<file path="config.mk">
export PLATFORM = sky130hd
export DESIGN_NAME = alu_4b_ctrl
export DESIGN_NICKNAME = d
export VERILOG_FILES = /design/src/rtl/alu_4b_ctrl.sv
export SDC_FILE = /design/constraint.sdc
export NUM_CORES = 1
export LEC_CHECK = 0
export ABC_AREA = 1
export CORE_MARGIN = 3
export CORE_UTILIZATION = 37
export CTS_CLUSTER_SIZE = 30
export DETAILED_ROUTE_END_ITERATION = 12
export PLACE_DENSITY = 0.77
export SYNTH_ARGS = -nofsm -noshare
export SYNTH_HDL_FRONTEND = slang
export SYNTH_SLANG_ARGS = --single-unit
</file>
<file path="constraint.sdc">
create_clock -name clk -period 1.1 [get_ports clk]
set_input_delay 0.22 -clock clk [delete_from_list [all_inputs] [get_ports clk]]
set_output_delay 0.22 -clock clk [all_outputs]
set_load 0.005 [all_outputs]
</file>
<file path="src/rtl/alu_4b_ctrl.sv">
// Sequencing controller and round-robin arbiter for the alu_4b datapath:
// grants one of two requesters, drives the ALU from registers, waits a settle cycle, captures the result.
module alu_4b_ctrl #(
    parameter int CNT_W = 8
) (
    input  logic             clk,
    input  logic             rst_n,
    input  logic             req0,
    input  logic             req1,
    input  logic [1:0]       op0,
    input  logic [1:0]       op1,
    input  logic [3:0]       a0,
    input  logic [3:0]       b0,
    input  logic [3:0]       a1,
    input  logic [3:0]       b1,
    input  logic             cin0,
    input  logic             cin1,
    output logic [3:0]       x,
    output logic [3:0]       y,
    output logic             z,
    output logic             p1,
    output logic             p2,
    input  logic [7:0]       m,
    input  logic [3:0]       e,
    input  logic             c,
    output logic [1:0]       gnt,
    output logic             done0,
    output logic             done1,
    output logic [7:0]       res,
    output logic             cout,
    output logic             err,
    output logic             busy,
    output logic [CNT_W-1:0] op_cnt
);

    localparam logic [1:0] ST_IDLE   = 2'd0;
    localparam logic [1:0] ST_DRIVE  = 2'd1;
    localparam logic [1:0] ST_SAMPLE = 2'd2;
    localparam logic [1:0] ST_DONE   = 2'd3;

    localparam logic [CNT_W-1:0] CNT_ONE = {{(CNT_W-1){1'b0}}, 1'b1};

    logic [1:0] state;
    logic       ptr;
    logic       owner;
    logic       sel;

    // Handshake: a requester raises req with stable op/a/b/cin and holds it until its done
    // pulse; operands are latched at grant, and req is ignored during the DONE cycle.
    always_comb begin
        sel = (req0 && req1) ? ptr : req1;
    end

    assign busy = (state != ST_IDLE);

    always_ff @(posedge clk) begin
        if (!rst_n) begin
            state  <= ST_IDLE;
            ptr    <= 1'b0;
            owner  <= 1'b0;
            x      <= 4'd0;
            y      <= 4'd0;
            z      <= 1'b0;
            p1     <= 1'b0;
            p2     <= 1'b0;
            gnt    <= 2'b00;
            done0  <= 1'b0;
            done1  <= 1'b0;
            res    <= 8'd0;
            cout   <= 1'b0;
            err    <= 1'b0;
            op_cnt <= '0;
        end else begin
            done0 <= 1'b0;
            done1 <= 1'b0;
            case (state)
                ST_IDLE: begin
                    if (req0 || req1) begin
                        owner    <= sel;
                        x        <= sel ? a1 : a0;
                        y        <= sel ? b1 : b0;
                        z        <= sel ? cin1 : cin0;
                        {p1, p2} <= sel ? op1 : op0;
                        gnt      <= sel ? 2'b10 : 2'b01;
                        state    <= ST_DRIVE;
                    end
                end
                ST_DRIVE: begin
                    state <= ST_SAMPLE;
                end
                ST_SAMPLE: begin
                    // Outputs are registered here so they are valid throughout the DONE cycle.
                    case ({p1, p2})
                        2'b10: begin
                            res  <= m;
                            cout <= 1'b0;
                            err  <= 1'b0;
                        end
                        2'b11: begin
                            res  <= {4'b0, e};
                            cout <= 1'b0;
                            err  <= c;
                        end
                        default: begin
                            res  <= {4'b0, e};
                            cout <= c;
                            err  <= 1'b0;
                        end
                    endcase
                    done0  <= ~owner;
                    done1  <= owner;
                    op_cnt <= op_cnt + CNT_ONE;
                    ptr    <= ~owner;
                    state  <= ST_DONE;
                end
                default: begin
                    gnt   <= 2'b00;
                    state <= ST_IDLE;
                end
            endcase
        end
    end

endmodule
</file>
; Word level (Yosys, flattened, before mapping)
; Cells that the tools add are included.
[op_classes]
addsub = 1
multipliers = 0
n_reduce_logical = 9
shift = 0
magnitude_cmp = 0
n_eq_ne = 5
mux = 13
bitwise_logic = 2
div_mod_pow = 0
[op_table]
columns = op, n
row1 = 8-bit by 1-bit adder with 8-bit output (second input constant), 1
row2 = 2-bit 2-to-1 mux, 4
row3 = 4-bit 2-to-1 mux, 2
row4 = 8-bit 2-to-1 mux, 1
row5 = 2-bit == test (second input constant), 3
row6 = 2-bit case mux with 3 select lines, 1
row7 = 2-bit AND reduction, 3
row8 = 1-bit 2-to-1 mux, 4
row9 = 2-bit case mux with 2 select lines, 1
row10 = 2-bit OR reduction, 2
row11 = 2-bit by 1-bit == test with 1-bit output (second input constant), 1
row12 = 2-bit logical NOT, 1
row13 = 2-bit inequality test (second input constant), 1
row14 = 1-bit NOT, 2
row15 = 2-bit nonzero test, 1
row16 = 1-bit logical AND, 1
row17 = 1-bit logical OR, 1
[word_totals]
word_cells = 45
out_inout_bits = 34
inputBits = 39
latch_bits = 0
mem_bits_ro = 0
reg_bits = 37
memories = 0
ramBits = 0

; Logic depth before layout (Yosys ltp)
; Gate-level depths: netlist of run 1.
[logic_depth]
word_depth = 5
mapped_depth = 8
depth_no_buf = 8

; Worst setup path before layout of run 1
; No wires, ideal clock.
[synth_path]
kind = register to register
from = reg state[0]
to = reg p1
path_buffers = 1
required_ns = 0.991
period_less_slack_ns = 1.161
slack_ns = -0.061
setup_time_ns = 0.109
path_stages_with_launch = 9
t_arrival_ns = 1.052
cell_sequence = dfxtp_1 > inv_1 > ha_1 > o21ai_2 > inv_1 > buf_2 > nand3_1 > nand2_1 > inv_1
[synth_between]
elab_chain_len = 2
[synth_rtl]
columns = element, line_no
row1 = "start, declared", 43  ; logic [1:0] state;
row2 = "start signal, assigned", 58  ; state <= ST_IDLE;
row3 = "start signal, assigned", 85  ; state <= ST_DRIVE;
row4 = "start signal, assigned", 89  ; state <= ST_SAMPLE;
row5 = 2-bit logical NOT, 76  ; case (state)
row6 = 2-bit AND reduction (no line), -
row7 = "end signal, assigned", 83  ; {p1, p2} <= sel ? op1 : op0;
row8 = "end, declared", 21  ; output logic p1,
; No other way between the ends.
; A chain may end at the register's enable or synchronous reset.

; Worst setup path in the final report of run 1
[layout_path]
from = reg state[0]
to = reg op_cnt[3]
[layout_between]
elab_chain_len = 1
[layout_rtl]
columns = element, line_no
row1 = 2-bit == test, 76
row2 = "end signal, assigned", 112  ; op_cnt <= op_cnt + CNT_ONE;
row3 = "end, declared", 33  ; output logic [CNT_W-1:0] op_cnt
; No other way between the ends.

==> impl_metrics.env, run 1 <==
export IMPL_synth_ff_type="dfxtp_1"
export IMPL_power_frac_clock_pct=19.5
export IMPL_gr_usage_all_layers_pct=19.46
export IMPL_place_ws_ns=-0.3925
export IMPL_dp_cells=371
export IMPL_reg2reg_depth=8
export IMPL_ys_types=17
export IMPL_grt_pass1_wl_um=8204
export IMPL_fin_skew_ns=0.009470
export IMPL_max_vdd_ir_drop_mv=1.221
export IMPL_crit_path_max_fanout=6
export IMPL_tightest_slew_ns=0.3200
export IMPL_viasPerCell=4.876
export IMPL_cp_required_ns=1.30
export IMPL_power_internal_mw=4.037
export IMPL_violations="setup timing"
export IMPL_min_from="res[7]$_SDFFE_PN0N_"
export IMPL_status="finished, violations left"
export IMPL_seqPwrFrac_pct=30.1
export IMPL_p_comb_share_pct=50.4
export IMPL_rsz0062_at_grt="yes"
export IMPL_dp_hpwl_um=3288
export IMPL_drt_initial_drc_count=88
export IMPL_synthArstFlopShare_pct=0
export IMPL_clockBufferDepth=2
export IMPL_hold_path_end="res[7]$_SDFFE_PN0N_"
export IMPL_path_cells="inv_2 > buf_6 > ha_4 > nand2_4 > nor2_4 > buf_4 > o21ai_1 > a21oi_1"
export IMPL_core_um2=4144
export IMPL_critPathTopFamily="flip-flops"
export IMPL_syn2layout_area_growth_pct=91.01
export IMPL_initial_core_util_pct=39.64
export IMPL_antenna_found_initial=0
export IMPL_final_setup_worst_slack_ns=-0.2063
export IMPL_max_cap_viol_count=0
export IMPL_stdcell_count=394
export IMPL_slowest_stage="dfxtp_2"
export IMPL_placed_area_um2=2596
export IMPL_routed_via_count=1921
export IMPL_synth_edff_count=0
export IMPL_insertion_delay_ns=0.28
export IMPL_synth_seq_cells=37
export IMPL_routedWlPerCell_um=13.16
export IMPL_start_kind="flop"
export IMPL_die_h_um=72.64
export IMPL_final_nets=385
export IMPL_switching_share_pct=34.67
export IMPL_whs_path_depth=2
export IMPL_path_class="reg -> reg"
export IMPL_final_cell_mix="nand2_1 (36), clkdlybuf4s50_1 (35), inv_1 (31)"
export IMPL_clkSinkCount=37
export IMPL_total_power_mw=6.179
export IMPL_power_density_nw_per_um2=1969
export IMPL_clkTransAtPathRegs_ns=0.08
export IMPL_synth_seq_area_share_pct=45.09
export IMPL_synth_area_um2=1643
export IMPL_grt_pass1_vias=1916
export IMPL_final_common_cell="nand2_1"
export IMPL_min_period_ns=1.306
export IMPL_final_period_utilization_pct=118.8
export IMPL_setup_tns_ns=-3.530
export IMPL_cp_arrival_ns=1.51
export IMPL_fmax_ghz=0.7655
export IMPL_syn_nets=276
export IMPL_gp_congestion=0.7620
export IMPL_timing_rr_start="state[0]$_SDFFE_PN0P_"
export IMPL_grt_max_degree=14
export IMPL_hold_violations=0
export IMPL_die_area_um2=5276
export IMPL_pin_count=73
export IMPL_port_buffers=72
export IMPL_overflow=0
export IMPL_route_final_wire_length_um=5186
export IMPL_setup_viol=36
export IMPL_slew_headroom_pct=78.64
export IMPL_crit_cells=8
export IMPL_maxSlewViolCount=0
export IMPL_r2r_end="op_cnt[3]$_SDFFE_PN0N_"
export IMPL_stdcell_area_um2=3138
export IMPL_cp_buffers_inverters=3
export IMPL_firstDrtPassIters=4
export IMPL_final_antenna_net_count=0
export IMPL_worstHoldPathType="reg -> reg"
export IMPL_synth_warnings=0
export IMPL_cts_htree_levels=2
export IMPL_critical_path_max_stage_delay_ns=0.33
export IMPL_drive_gt1_share_pct=35.47
export IMPL_cts_hold_buf=0
export IMPL_critPathLaunch="state[0]$_SDFFE_PN0P_"
export IMPL_p_leak_nw=1.510
export IMPL_netlist_instances=234
export IMPL_avgSynthCellArea_um2=7.021
export IMPL_end_kind="flop"
export IMPL_fp_dieW_um=72.64
export IMPL_num_rows=23
export IMPL_p_sw_mw=2.142
export IMPL_antenna_cells=0
export IMPL_cts_root_buf="clkbuf_8"
export IMPL_cts_tree="done"
export IMPL_r2r_slack_ns=-0.21
export IMPL_cts_buffers=5
export IMPL_drc=0
metal layers:
| metal | share of wire (%) | global-route usage [%] |
|---|---|---|
| met2 | 53 | 37.17 |
| met1 | 40 | 21.75 |
| met4 | 1.3 | 4.713 |
| met5 | 0 | 0 |
| met3 | 5.6 | 3.994 |
per-stage QoR:
| stage | utilization, % | hold slack [ns] |
|---|---|---|
| final | 75.72 | 0.4652 |
| after global routing | 75.72 | 0.4879 |
| after detailed placement | 62.65 | 0.4607 |
| after floorplan | - | 0.3545 |
| after global placement | 62.65 | 0.4450 |
| after CTS | 72.49 | 0.4704 |
synth_stat cells, types with 2 or more instances:
| master | n | area share, % |
|---|---|---|
| nand4_1 | 2 | 0.76 |
| o21ai_1 | 3 | 0.91 |
| dfxtp_1 | 37 | 45 |
| nor2_2 | 2 | 0.76 |
| inv_1 | 38 | 8.7 |
| buf_2 | 10 | 3.0 |
| ha_1 | 3 | 2.3 |
| a21oi_1 | 18 | 5.5 |
| nand3_1 | 45 | 14 |
| o21ai_0 | 11 | 3.4 |
| nor2_1 | 14 | 3.2 |
| nand2_1 | 46 | 11 |
worst min-delay path, cell delays in order (launching register included):
cell,delay [ns]
dfxtp_2,0.32
nand3_1,0.07
nand2_1,0.04
layout make-up:
class | count | area [um2]
Clock buffer | 7 | 86.33
Clock inverter | 1 | 30.03
Fill cell | 318 | 1006
Inverter | 39 | 162.7
Multi-Input combinational cell | 148 | 962.2
Sequential cell | 37 | 764.5
Tap cell | 50 | 62.56
Timing Repair Buffer | 112 | 1070
sequential cells by signal (all words and copies together), names as in the netlist:
register	cells
cout	1
done0	1
done1	1
err	1
gnt	2
op_cnt	8
owner	1
p1	1
p2	1
ptr	1
res	8
state	2
x	4
y	4
z	1
cells by family (layout without fill, tap and decap cells):
kind of cell	after synthesis	count (layout)	synth area share [%]
and+or+nand+nor	110	110	29.25
buffers and inverters	49	159	11.96
AOI/OAI and AO/OA	35	35	11.42
adders and majority gates	3	3	2.285
DFF	37	37	45.09
worst max-delay path by stage:
stage / slack [ns] / to
3_3_place_gp: -0.35 / state[0]$_SDFFE_PN0P_
2_1_floorplan: 0.002 / op_cnt[7]$_SDFFE_PN0N_
4_1_cts: -0.22 / busy
3_5_place_dp: -0.39 / p1$_SDFFE_PN0P_
5_1_grt: -0.25 / op_cnt[3]$_SDFFE_PN0N_
6_report: -0.21 / op_cnt[3]$_SDFFE_PN0N_
what timing repair did:
item                                    4_1_cts  5_1_grt
resized for setup                           116       47
endpoints found under the setup margin       67       53
pin swaps                                    19       13
cloned                                        2        0
setup buffers                                 9        5
power groups by stage:
stage | clock network (mW) | logic, mW | registers [mW]
3_3_place_gp | 0 | 2.28 | 1.83
2_1_floorplan | 0 | 1.01 | 1.86
4_1_cts | 1.23 | 2.82 | 1.83
5_1_grt | 1.27 | 3.40 | 1.89
3_5_place_dp | 0 | 2.30 | 1.84
6_report | 1.21 | 3.11 | 1.86
Note: power is estimated with default switching activity, not from simulation.
==> inputs of run 2 (changes only) <==
--- a/config.mk
+++ b/config.mk
@@ -7,10 +7,10 @@
 export LEC_CHECK = 0
 export ABC_AREA = 1
 export CORE_MARGIN = 3
-export CORE_UTILIZATION = 37
+export CORE_UTILIZATION = 41
 export CTS_CLUSTER_SIZE = 30
 export DETAILED_ROUTE_END_ITERATION = 12
-export PLACE_DENSITY = 0.77
+export PLACE_DENSITY = 0.81
 export SYNTH_ARGS = -nofsm -noshare
 export SYNTH_HDL_FRONTEND = slang
 export SYNTH_SLANG_ARGS = --single-unit
==> constraint.sdc (replaced) <==
create_clock -name clk -period 1.3 [get_ports clk]
set_input_delay 0.26 -clock clk [delete_from_list [all_inputs] [get_ports clk]]
set_output_delay 0.26 -clock clk [all_outputs]
set_load 0.005 [all_outputs]
==> run 2 against run 1 <==
Sequential cell count did not move. The run now ends clean. Largest cell class unchanged. Largest power group unchanged. Critical endpoint is now res[6]$_SDFFE_PN0N_. Clock skew shrank 0.0053 ns. Cell area decreased by 13%. Combinational power decreased by 38%.
==> impl_metrics.env, run 2 (synthesis gave the netlist of run 1 again) <==
export IMPL_slowest_stage="dfxtp_2"
export IMPL_path_cells="inv_2 > buf_6 > ha_4 > nand2_2 > clkinvlp_4 > nand3_1 > nand2_1"
export IMPL_cts_buffers=5
export IMPL_setup_viol=0
export IMPL_status="completed"
export IMPL_overflow=0
export IMPL_p_leak_nw=1.380
export IMPL_reg_top3="op_cnt (8), res (8)"
export IMPL_final_cell_mix="nand2_1 (44), nand3_1 (42), clkdlybuf4s50_1 (38)"
export IMPL_cts_tree="done"
export IMPL_stdcell_count=377
export IMPL_clkTransAtPathRegs_ns=0.07
export IMPL_final_antenna_net_count=0
export IMPL_die_area_um2=4802
export IMPL_hold_violations=0
export IMPL_core_um2=3771
export IMPL_start_kind="flop"
export IMPL_tightest_slew_ns=0.4655
export IMPL_drive_gt1_share_pct=18.54
export IMPL_multi_input_area_um2=780.7
export IMPL_setup_tns_ns=0
export IMPL_clockBufferDepth=2
export IMPL_final_common_cell="nand2_1"
export IMPL_power_frac_clock_pct=17.7
export IMPL_slew_headroom_pct=68.93
export IMPL_min_from="owner$_SDFFE_PN0P_"
export IMPL_gp_congestion=0.7710
export IMPL_drt_initial_drc_count=74
export IMPL_final_setup_worst_slack_ns=0.05447
export IMPL_power_density_nw_per_um2=1571
export IMPL_maxSlewViolCount=0
export IMPL_routedWlPerCell_um=12.40
export IMPL_placed_area_um2=2536
export IMPL_path_class="reg -> reg"
export IMPL_hold_path_end="done1$_SDFF_PN0_"
export IMPL_cp_arrival_ns=1.43
export IMPL_seqPwrFrac_pct=36.9
export IMPL_num_rows=22
export IMPL_final_util_pct=72.03
export IMPL_max_cap_viol_count=0
export IMPL_initial_core_util_pct=43.56
export IMPL_r2r_end="res[6]$_SDFFE_PN0N_"
export IMPL_dp_cells=364
export IMPL_insertion_delay_ns=0.28
export IMPL_worstHoldPathType="reg -> reg"
export IMPL_grt_pass1_vias=1692
export IMPL_rsz0062_at_grt="yes"
export IMPL_gr_usage_all_layers_pct=19.07
export IMPL_reg2reg_depth=7
export IMPL_die_h_um=69.30
export IMPL_hold_slack_ns=0.4609
export IMPL_pin_count=73
export IMPL_drc=0
export IMPL_firstDrtPassIters=4
export IMPL_clkSinkCount=37
export IMPL_antenna_cells=0
export IMPL_min_period_ns=1.246
export IMPL_cp_buffers_inverters=3
export IMPL_r2r_slack_ns=0.05
export IMPL_switching_share_pct=35.04
export IMPL_critPathTopFamily="flip-flops"
export IMPL_cts_hold_buf=0
export IMPL_critical_path_max_stage_delay_ns=0.33
export IMPL_timing_rr_start="state[0]$_SDFFE_PN0P_"
export IMPL_syn2layout_area_growth_pct=65.35
export IMPL_total_power_mw=4.268
export IMPL_dp_hpwl_um=3335
export IMPL_place_ws_ns=-0.1480
export IMPL_p_comb_share_pct=45.4
export IMPL_fin_skew_ns=0.004125
export IMPL_cts_root_buf="clkbuf_8"
export IMPL_routed_via_count=1820
export IMPL_crit_path_max_fanout=6
export IMPL_stdcell_area_um2=2716
export IMPL_final_period_utilization_pct=95.81
export IMPL_p_sw_mw=1.495
export IMPL_grt_max_degree=17
export IMPL_final_nets=370
export IMPL_cp_required_ns=1.48
export IMPL_antenna_found_initial=0
export IMPL_regArea_um2=757.0
export IMPL_route_final_wire_length_um=4673
export IMPL_fill_cells=317
export IMPL_grt_pass1_wl_um=7555
export IMPL_max_vdd_ir_drop_mv=0.9774
export IMPL_fp_dieW_um=69.30
export IMPL_power_internal_mw=2.773
export IMPL_fmax_ghz=0.8029
export IMPL_whs_path_depth=2
export IMPL_cts_htree_levels=2
export IMPL_end_kind="flop"
export IMPL_viasPerCell=4.828
export IMPL_port_buffers=72
## run 2: layer usage
metal | vias to the layer above | part of all wire (%) | global-route usage, %
met4 | 0 | 0.51 | 4.555
met2 | 59 | 50 | 33.16
li1 | 937 | - | -
met5 | - | 0 | 0
met3 | 3 | 7.6 | 7.536
met1 | 821 | 42 | 21.81
## run 2: layout make-up
type                            count  area share [%]
Clock buffer                        8           2.948
Inverter                           39           5.481
Multi-Input combinational cell    148           28.74
Sequential cell                    37           27.87
Tap cell                           48           2.211
Timing Repair Buffer               96           32.47
Timing Repair inverter              1          0.2764
## run 2: timing repair
item	in CTS	in global routing
endpoints found under the setup margin	48	27
buffers inserted	3	0
pin swaps	1	6
gates resized for setup	58	18
gates cloned	1	1
## run 2: worst max path at each step
| stage | start | end | slack, ns | depth (start not counted) |
|---|---|---|---|---|
| 4_1_cts | state[0]$_SDFFE_PN0P_ | op_cnt[6]$_SDFFE_PN0N_ | 0.01 | 8 |
| 3_3_place_gp | req0 | z$_SDFFE_PN0P_ | -0.12 | 8 |
| 2_1_floorplan | state[0]$_SDFFE_PN0P_ | p1$_SDFFE_PN0P_ | 0.14 | 8 |
| 5_1_grt | state[0]$_SDFFE_PN0P_ | op_cnt[7]$_SDFFE_PN0N_ | -0.05 | 9 |
| 3_5_place_dp | req0 | x[1]$_SDFFE_PN0P_ | -0.15 | 7 |
| 6_report | state[0]$_SDFFE_PN0P_ | res[6]$_SDFFE_PN0N_ | 0.05 | 7 |
## run 2: power by group through the flow
stage | clock [mW] | combinational, mW | sequential, mW
after global placement | 0 | 1.81 | 1.57
after CTS | 0.769 | 1.74 | 1.56
after floorplan | 0 | 0.809 | 1.57
after detailed placement | 0 | 1.85 | 1.57
after global routing | 0.820 | 2.14 | 1.61
final | 0.755 | 1.94 | 1.58
## run 2: worst reg2reg max path, cell delays in order (launching register included)
cell and delay (ns):
dfxtp_2 0.33, inv_2 0.05, buf_6 0.11, ha_4 0.18, nand2_2 0.16, clkinvlp_4 0.16, nand3_1 0.10, nand2_1 0.05
==> inputs of run 3 (changes only) <==
--- a/config.mk
+++ b/config.mk
@@ -10,6 +10,7 @@
 export CORE_UTILIZATION = 41
 export CTS_CLUSTER_SIZE = 30
 export DETAILED_ROUTE_END_ITERATION = 12
+export HOLD_SLACK_MARGIN = 0.02
 export PLACE_DENSITY = 0.81
 export SYNTH_ARGS = -nofsm -noshare
 export SYNTH_HDL_FRONTEND = slang
==> results of run 3 <==
The final DEF is identical to that of run 2; final timing and power are the same.
